`config.mk`:
```
export PLATFORM = sky130hd
export DESIGN_NAME = ps2_scancode_decoder
export DESIGN_NICKNAME = d
export VERILOG_FILES = /design/src/rtl/ps2_scancode_decoder.sv
export SDC_FILE = /design/constraint.sdc
export NUM_CORES = 1
export LEC_CHECK = 0
export BUFFER_PORTS_ARGS = -buffer_cell sky130_fd_sc_hd__buf_2
export CORE_MARGIN = 5
export CORE_UTILIZATION = 45
export DETAILED_ROUTE_END_ITERATION = 6
export PLACE_DENSITY = 0.69
export SYNTH_ARGS = -nofsm -noshare
export SYNTH_HDL_FRONTEND = slang
export SYNTH_SLANG_ARGS = --single-unit
```
`constraint.sdc`:
```
create_clock -name i_clk -period 2.2 [get_ports i_clk]
set_input_delay 0.33 -clock i_clk [delete_from_list [all_inputs] [get_ports i_clk]]
set_output_delay 0.33 -clock i_clk [all_outputs]
set_load 0.01 [all_outputs]
```
`src/rtl/ps2_scancode_decoder.sv`:
```
// PS/2 set-2 scancode decoder: pops bytes from the receiver FIFO, folds E0/F0
// prefixes into key events, tracks shift/caps and translates keys to ASCII.
module ps2_scancode_decoder #(
  parameter int CNT_W = 8
) (
  input  logic             i_clk,
  input  logic             i_rst,
  input  logic             i_kb_ready,
  input  logic [7:0]       i_kb_data,
  input  logic             i_kb_overflow,
  output logic             o_kb_nextdata,
  output logic             o_ev_valid,
  input  logic             i_ev_ready,
  output logic [7:0]       o_ev_code,
  output logic             o_ev_ext,
  output logic             o_ev_break,
  output logic [7:0]       o_ev_ascii,
  output logic             o_shift,
  output logic             o_caps,
  output logic [CNT_W-1:0] o_press_cnt,
  output logic             o_err
);

  // state | meaning
  // IDLE  | waiting for a byte in the receiver FIFO
  // ACK   | popping the latched byte and decoding it
  // EMIT  | presenting a key event until the consumer accepts it
  typedef enum logic [1:0] {S_IDLE, S_ACK, S_EMIT} state_t;

  state_t           r_state, w_state_nxt;
  logic [7:0]       r_byte;
  logic             r_ext_p, r_brk_p;
  logic             r_shift_l, r_shift_r, r_caps, r_caps_held;
  logic [7:0]       r_ev_code, r_ev_ascii;
  logic             r_ev_ext, r_ev_break;
  logic [CNT_W-1:0] r_press_cnt;
  logic             r_err;

  logic       w_is_prefix, w_proto_err;
  logic       w_shift_l_nxt, w_shift_r_nxt, w_caps_nxt, w_caps_held_nxt;
  logic [7:0] w_ascii;

  function automatic logic [7:0] f_ascii(input logic [7:0] code, input logic upper);
    logic [7:0] base;
    base = upper ? 8'h41 : 8'h61;
    case (code)
      8'h1C: f_ascii = base + 8'd0;
      8'h32: f_ascii = base + 8'd1;
      8'h21: f_ascii = base + 8'd2;
      8'h23: f_ascii = base + 8'd3;
      8'h24: f_ascii = base + 8'd4;
      8'h2B: f_ascii = base + 8'd5;
      8'h34: f_ascii = base + 8'd6;
      8'h33: f_ascii = base + 8'd7;
      8'h43: f_ascii = base + 8'd8;
      8'h3B: f_ascii = base + 8'd9;
      8'h42: f_ascii = base + 8'd10;
      8'h4B: f_ascii = base + 8'd11;
      8'h3A: f_ascii = base + 8'd12;
      8'h31: f_ascii = base + 8'd13;
      8'h44: f_ascii = base + 8'd14;
      8'h4D: f_ascii = base + 8'd15;
      8'h15: f_ascii = base + 8'd16;
      8'h2D: f_ascii = base + 8'd17;
      8'h1B: f_ascii = base + 8'd18;
      8'h2C: f_ascii = base + 8'd19;
      8'h3C: f_ascii = base + 8'd20;
      8'h2A: f_ascii = base + 8'd21;
      8'h1D: f_ascii = base + 8'd22;
      8'h22: f_ascii = base + 8'd23;
      8'h35: f_ascii = base + 8'd24;
      8'h1A: f_ascii = base + 8'd25;
      8'h45: f_ascii = 8'h30;
      8'h16: f_ascii = 8'h31;
      8'h1E: f_ascii = 8'h32;
      8'h26: f_ascii = 8'h33;
      8'h25: f_ascii = 8'h34;
      8'h2E: f_ascii = 8'h35;
      8'h36: f_ascii = 8'h36;
      8'h3D: f_ascii = 8'h37;
      8'h3E: f_ascii = 8'h38;
      8'h46: f_ascii = 8'h39;
      8'h29: f_ascii = 8'h20;
      8'h5A: f_ascii = 8'h0D;
      8'h66: f_ascii = 8'h08;
      default: f_ascii = 8'h00;
    endcase
  endfunction

  assign w_is_prefix = (r_byte == 8'hE0) || (r_byte == 8'hF0);
  // Any prefix arriving while a break prefix is pending is malformed.
  assign w_proto_err = w_is_prefix && r_brk_p;

  always_comb begin
    w_shift_l_nxt   = r_shift_l;
    w_shift_r_nxt   = r_shift_r;
    w_caps_nxt      = r_caps;
    w_caps_held_nxt = r_caps_held;
    if (!r_ext_p) begin
      case (r_byte)
        8'h12: w_shift_l_nxt = !r_brk_p;
        8'h59: w_shift_r_nxt = !r_brk_p;
        8'h58: begin
          if (r_brk_p) begin
            w_caps_held_nxt = 1'b0;
          end else begin
            w_caps_nxt      = r_caps ^ !r_caps_held;
            w_caps_held_nxt = 1'b1;
          end
        end
        default: ;
      endcase
    end
  end

  assign w_ascii = r_ext_p ? 8'h00
                 : f_ascii(r_byte, (w_shift_l_nxt | w_shift_r_nxt) ^ w_caps_nxt);

  always_ff @(posedge i_clk) begin
    if (i_rst) r_state <= S_IDLE;
    else       r_state <= w_state_nxt;
  end

  always_comb begin
    w_state_nxt = r_state;
    case (r_state)
      S_IDLE:  if (i_kb_ready) w_state_nxt = S_ACK;
      S_ACK:   w_state_nxt = w_is_prefix ? S_IDLE : S_EMIT;
      S_EMIT:  if (i_ev_ready) w_state_nxt = S_IDLE;
      default: w_state_nxt = S_IDLE;
    endcase
  end

  always_ff @(posedge i_clk) begin
    if (i_rst) begin
      r_byte      <= '0;
      r_ext_p     <= 1'b0;
      r_brk_p     <= 1'b0;
      r_shift_l   <= 1'b0;
      r_shift_r   <= 1'b0;
      r_caps      <= 1'b0;
      r_caps_held <= 1'b0;
      r_ev_code   <= '0;
      r_ev_ext    <= 1'b0;
      r_ev_break  <= 1'b0;
      r_ev_ascii  <= '0;
      r_press_cnt <= '0;
      r_err       <= 1'b0;
    end else begin
      if (i_kb_overflow) r_err <= 1'b1;
      case (r_state)
        S_IDLE: if (i_kb_ready) r_byte <= i_kb_data;
        S_ACK: begin
          if (w_proto_err) begin
            r_err   <= 1'b1;
            r_ext_p <= 1'b0;
            r_brk_p <= 1'b0;
          end else if (r_byte == 8'hE0) begin
            r_ext_p <= 1'b1;
          end else if (r_byte == 8'hF0) begin
            r_brk_p <= 1'b1;
          end else begin
            r_ev_code   <= r_byte;
            r_ev_ext    <= r_ext_p;
            r_ev_break  <= r_brk_p;
            r_ev_ascii  <= w_ascii;
            r_shift_l   <= w_shift_l_nxt;
            r_shift_r   <= w_shift_r_nxt;
            r_caps      <= w_caps_nxt;
            r_caps_held <= w_caps_held_nxt;
            if (!r_brk_p) r_press_cnt <= r_press_cnt + 1'b1;
            r_ext_p     <= 1'b0;
            r_brk_p     <= 1'b0;
          end
        end
        default: ;
      endcase
    end
  end

  // Gated by reset so a reset landing in ACK never pops a byte.
  assign o_kb_nextdata = (r_state == S_ACK) && !i_rst;
  assign o_ev_valid    = (r_state == S_EMIT);
  assign o_ev_code     = r_ev_code;
  assign o_ev_ext      = r_ev_ext;
  assign o_ev_break    = r_ev_break;
  assign o_ev_ascii    = r_ev_ascii;
  assign o_shift       = r_shift_l | r_shift_r;
  assign o_caps        = r_caps;
  assign o_press_cnt   = r_press_cnt;
  assign o_err         = r_err;

endmodule

```
==> flow_metrics.tcl <==
set metrics [dict create \
    status "completed" \
    maxSlewHeadroom 0.659 \
    finalClockSkew_ns 0.0141 \
    drv_cap 0 \
    drt-initial-drc-count 213 \
    dp.cells 465 \
    antenna_cells 0 \
    vias 2762 \
    setup_viol 0 \
    die_x_microns 86.6 \
    p_total_mw 1.72 \
    whs_ns 0.242 \
    crit_arrival_ns 2.41 \
    worst_pin_slew_ns 0.511 \
    grt-ovfl-total 0 \
    r2r_cells 8 \
    num_rows 27 \
    wl_per_cell_microns 15.4 \
    drc 0 \
    grt_first_pass_wirelength_microns 12200 \
    clkTransAtPathRegs_ns 0.10 \
    cpLargestDelayFamily "compound AO/OA/AOI/OAI gates" \
    drive_gt1_frac 0.295 \
    multi_input_area_sq_um 1640 \
    crit_buf_inv 1 \
    cp.depth 8 \
    grt_max_degree 27 \
    n_fill_cell 532 \
    seq_area_frac_synth 0.326 \
    crit_slowest_cell "or4b_4" \
    r2r-start "r_byte[7]$_SDFFE_PP0P_" \
    timing.reg2reg.setup_slack_ns 0.04 \
    antenna_found_initial 0 \
    cp.required_ns 2.45 \
    insertion_delay_ns 0.31 \
    final_common_cell "nor2_1" \
    critical_path.endpoint "o_ev_ascii[0]$_SDFFE_PP0P_" \
    routed_wl_microns 7370 \
    ant_nets 0 \
    hpwlAfterDp_microns 5440 \
    hold_viol 0 \
    holdPathStages 3 \
    crit_type "reg -> reg" \
    cp_max_fo 4 \
    viasPerCell 5.77 \
    pre_cts_slack_ns 0.0573 \
    syn_inst 340 \
    cp-end-kind "register" \
    min_period_ns 2.16 \
    die_height_microns 86.6 \
    cp-start-kind "register" \
    io_buffer_count 43 \
    min_path_type "in -> reg" \
    cts_max_level 2 \
    synth-warning-count 0 \
    synth_seq_cells 43 \
    p_per_area_nw_per_um2 521 \
    clock_sinks 43 \
    dr.pass1.iters 5 \
    numCtsBuffers 5 \
    regArea_sq_um 875 \
    p_leak_nw 1.38 \
    cts.path.max_buffers 2 \
    avgSynthCellArea_sq_um 7.76 \
    rr_endpoint "o_ev_ascii[0]$_SDFFE_PP0P_" \
    max_freq_mhz 462 \
    netlist_area_sq_um 2640 \
    grtUsageTotal 0.201 \
    ir_worst_vdd_mv 0.418 \
    synth_cell_types 60 \
    finalMaxSlewViolations 0 \
    ios 44 \
    crit_chain "buf_6, or4b_4, nor3b_2, o21ai_1, o211ai_2, a31oi_2, a311o_1, o21ai_1" \
    cts_root_buf "clkbuf_8" \
    mostFrequentLayoutCells "nor2_1 (46), buf_2 (43), nand2_1 (41), buf_4 (41), dfxtp_1 (36)" \
    place.gp.congestion 0.939 \
    cpMostUsedCell "o21ai_1" \
    final_cells 479 \
    synth_flop_cell "dfxtp_1" \
    final.setup.worst_slack_ns 0.0370 \
    core_sq_um 5610 \
    crit_start "r_byte[7]$_SDFFE_PP0P_" \
    synthArstFlopShare 0 \
    grt_pass1_vias 2533 \
    synth_edf_count 0 \
    syn2layout_area_growth_pct 25.5 \
    cts_tree "done" \
    rsz0062_at_grt "yes" \
    initial_core_util 0.470 \
    final_nets 421 \
    hold_buffers 0 \
    finalCritPeriodShare 0.983 \
    finish.utilization 0.590 \
    die-area_sq_um 7490 \
    synth_fp_nets 355 \
    cp_slowest_stage_delay_ns 0.57 \
]
-- layout make-up --
| class | instances | share of cell area |
|---|---|---|
| Clock buffer | 5 | 0.0208 |
| Clock inverter | 3 | 0.00718 |
| Timing Repair Buffer | 88 | 0.177 |
| Sequential cell | 43 | 0.264 |
| Tap cell | 72 | 0.0272 |
| Multi-Input combinational cell | 262 | 0.497 |
| Inverter | 6 | 0.00681 |
-- worst register-to-register path: stages (launching register included) --
cell	delay, ns
dfxtp_4	0.36
buf_6	0.12
or4b_4	0.57
nor3b_2	0.24
o21ai_1	0.12
o211ai_2	0.11
a31oi_2	0.06
a311o_1	0.41
o21ai_1	0.13
-- worst min-delay path by stage --
stage	startpoint	endpoint	slack (ns)
after detailed placement	o_ev_ascii[0]$_SDFFE_PP0P_	o_ev_ascii[0]$_SDFFE_PP0P_	0.44
after floorplan	i_kb_overflow	o_err$_SDFF_PP0_	0.45
after global routing	i_kb_overflow	o_err$_SDFF_PP0_	0.25
after CTS	i_kb_data[0]	r_byte[0]$_SDFFE_PP0P_	0.24
final	i_kb_data[0]	r_byte[0]$_SDFFE_PP0P_	0.24
after global placement	o_ev_ascii[0]$_SDFFE_PP0P_	o_ev_ascii[0]$_SDFFE_PP0P_	0.44
-- through the flow --
stage,TNS (ns),instance area (sq um)
finish,0,3310
global route,-0.184,3310
CTS,0,3210
detailed placement,0,3120
global placement,0,3120
floorplan,0,2640
-- power breakdown --
| part | internal, mW | leakage, nW | switching (mW) |
|---|---|---|---|
| sequential | 0.804 | 0.353 | 0.0247 |
| combinational | 0.156 | 0.982 | 0.202 |
| clock | 0.228 | 0.0408 | 0.309 |
| total | 1.19 | 1.38 | 0.536 |
-- routing by layer --
layer | part of all wire | up-vias | track usage
met4 | 0.014 | 0 | 0.0722
li1 | - | 1347 | -
met5 | 0 | - | 0
met1 | 0.46 | 1295 | 0.281
met2 | 0.47 | 112 | 0.308
met3 | 0.063 | 8 | 0.0380
-- cell usage after synthesis (all sizes together) (6+ instances only) --
master / n / area, sq um
a21oi: 23 / 115
a31oi: 8 / 56.3
and3: 6 / 37.5
buf: 19 / 105
clkbuf: 10 / 37.5
dfxtp: 43 / 861
inv: 6 / 22.5
nand2: 41 / 154
nand2b: 8 / 50.1
nand3: 8 / 40.0
nand4: 8 / 50.1
nor2: 46 / 173
nor3: 11 / 55.1
nor4: 7 / 50.1
o21ai: 18 / 90.1
xnor2: 8 / 77.6
xor2: 7 / 61.3
-- cell families (layout without fill, tap and decap cells) --
group / after synthesis / in the layout / share of synthesized area
buffers and inverters: 35 / 102 / 0.0626
muxes: 5 / 5 / 0.0190
adders and majority gates: 3 / 3 / 0.0133
AOI/OAI and AO/OA: 76 / 76 / 0.194
and+or+nand+nor: 163 / 163 / 0.332
xor gates and xnor gates: 15 / 15 / 0.0527
DFF: 43 / 43 / 0.326
-- sequential cells by signal, summed over array words and instances, names as in the netlist --
name / flops
o_ev_ascii: 8
o_ev_code: 8
o_press_cnt: 8
r_byte: 8
r_state: 2
o_caps: 1
o_err: 1
o_ev_break: 1
o_ev_ext: 1
r_brk_p: 1
r_caps_held: 1
r_ext_p: 1
r_shift_l: 1
r_shift_r: 1
-- what timing repair did --
action                     CTS  global route
setup buffers                0             6
setup endpoints to repair    0             6
gates resized for setup      0            17
Power figures use the tool's default switching activity.
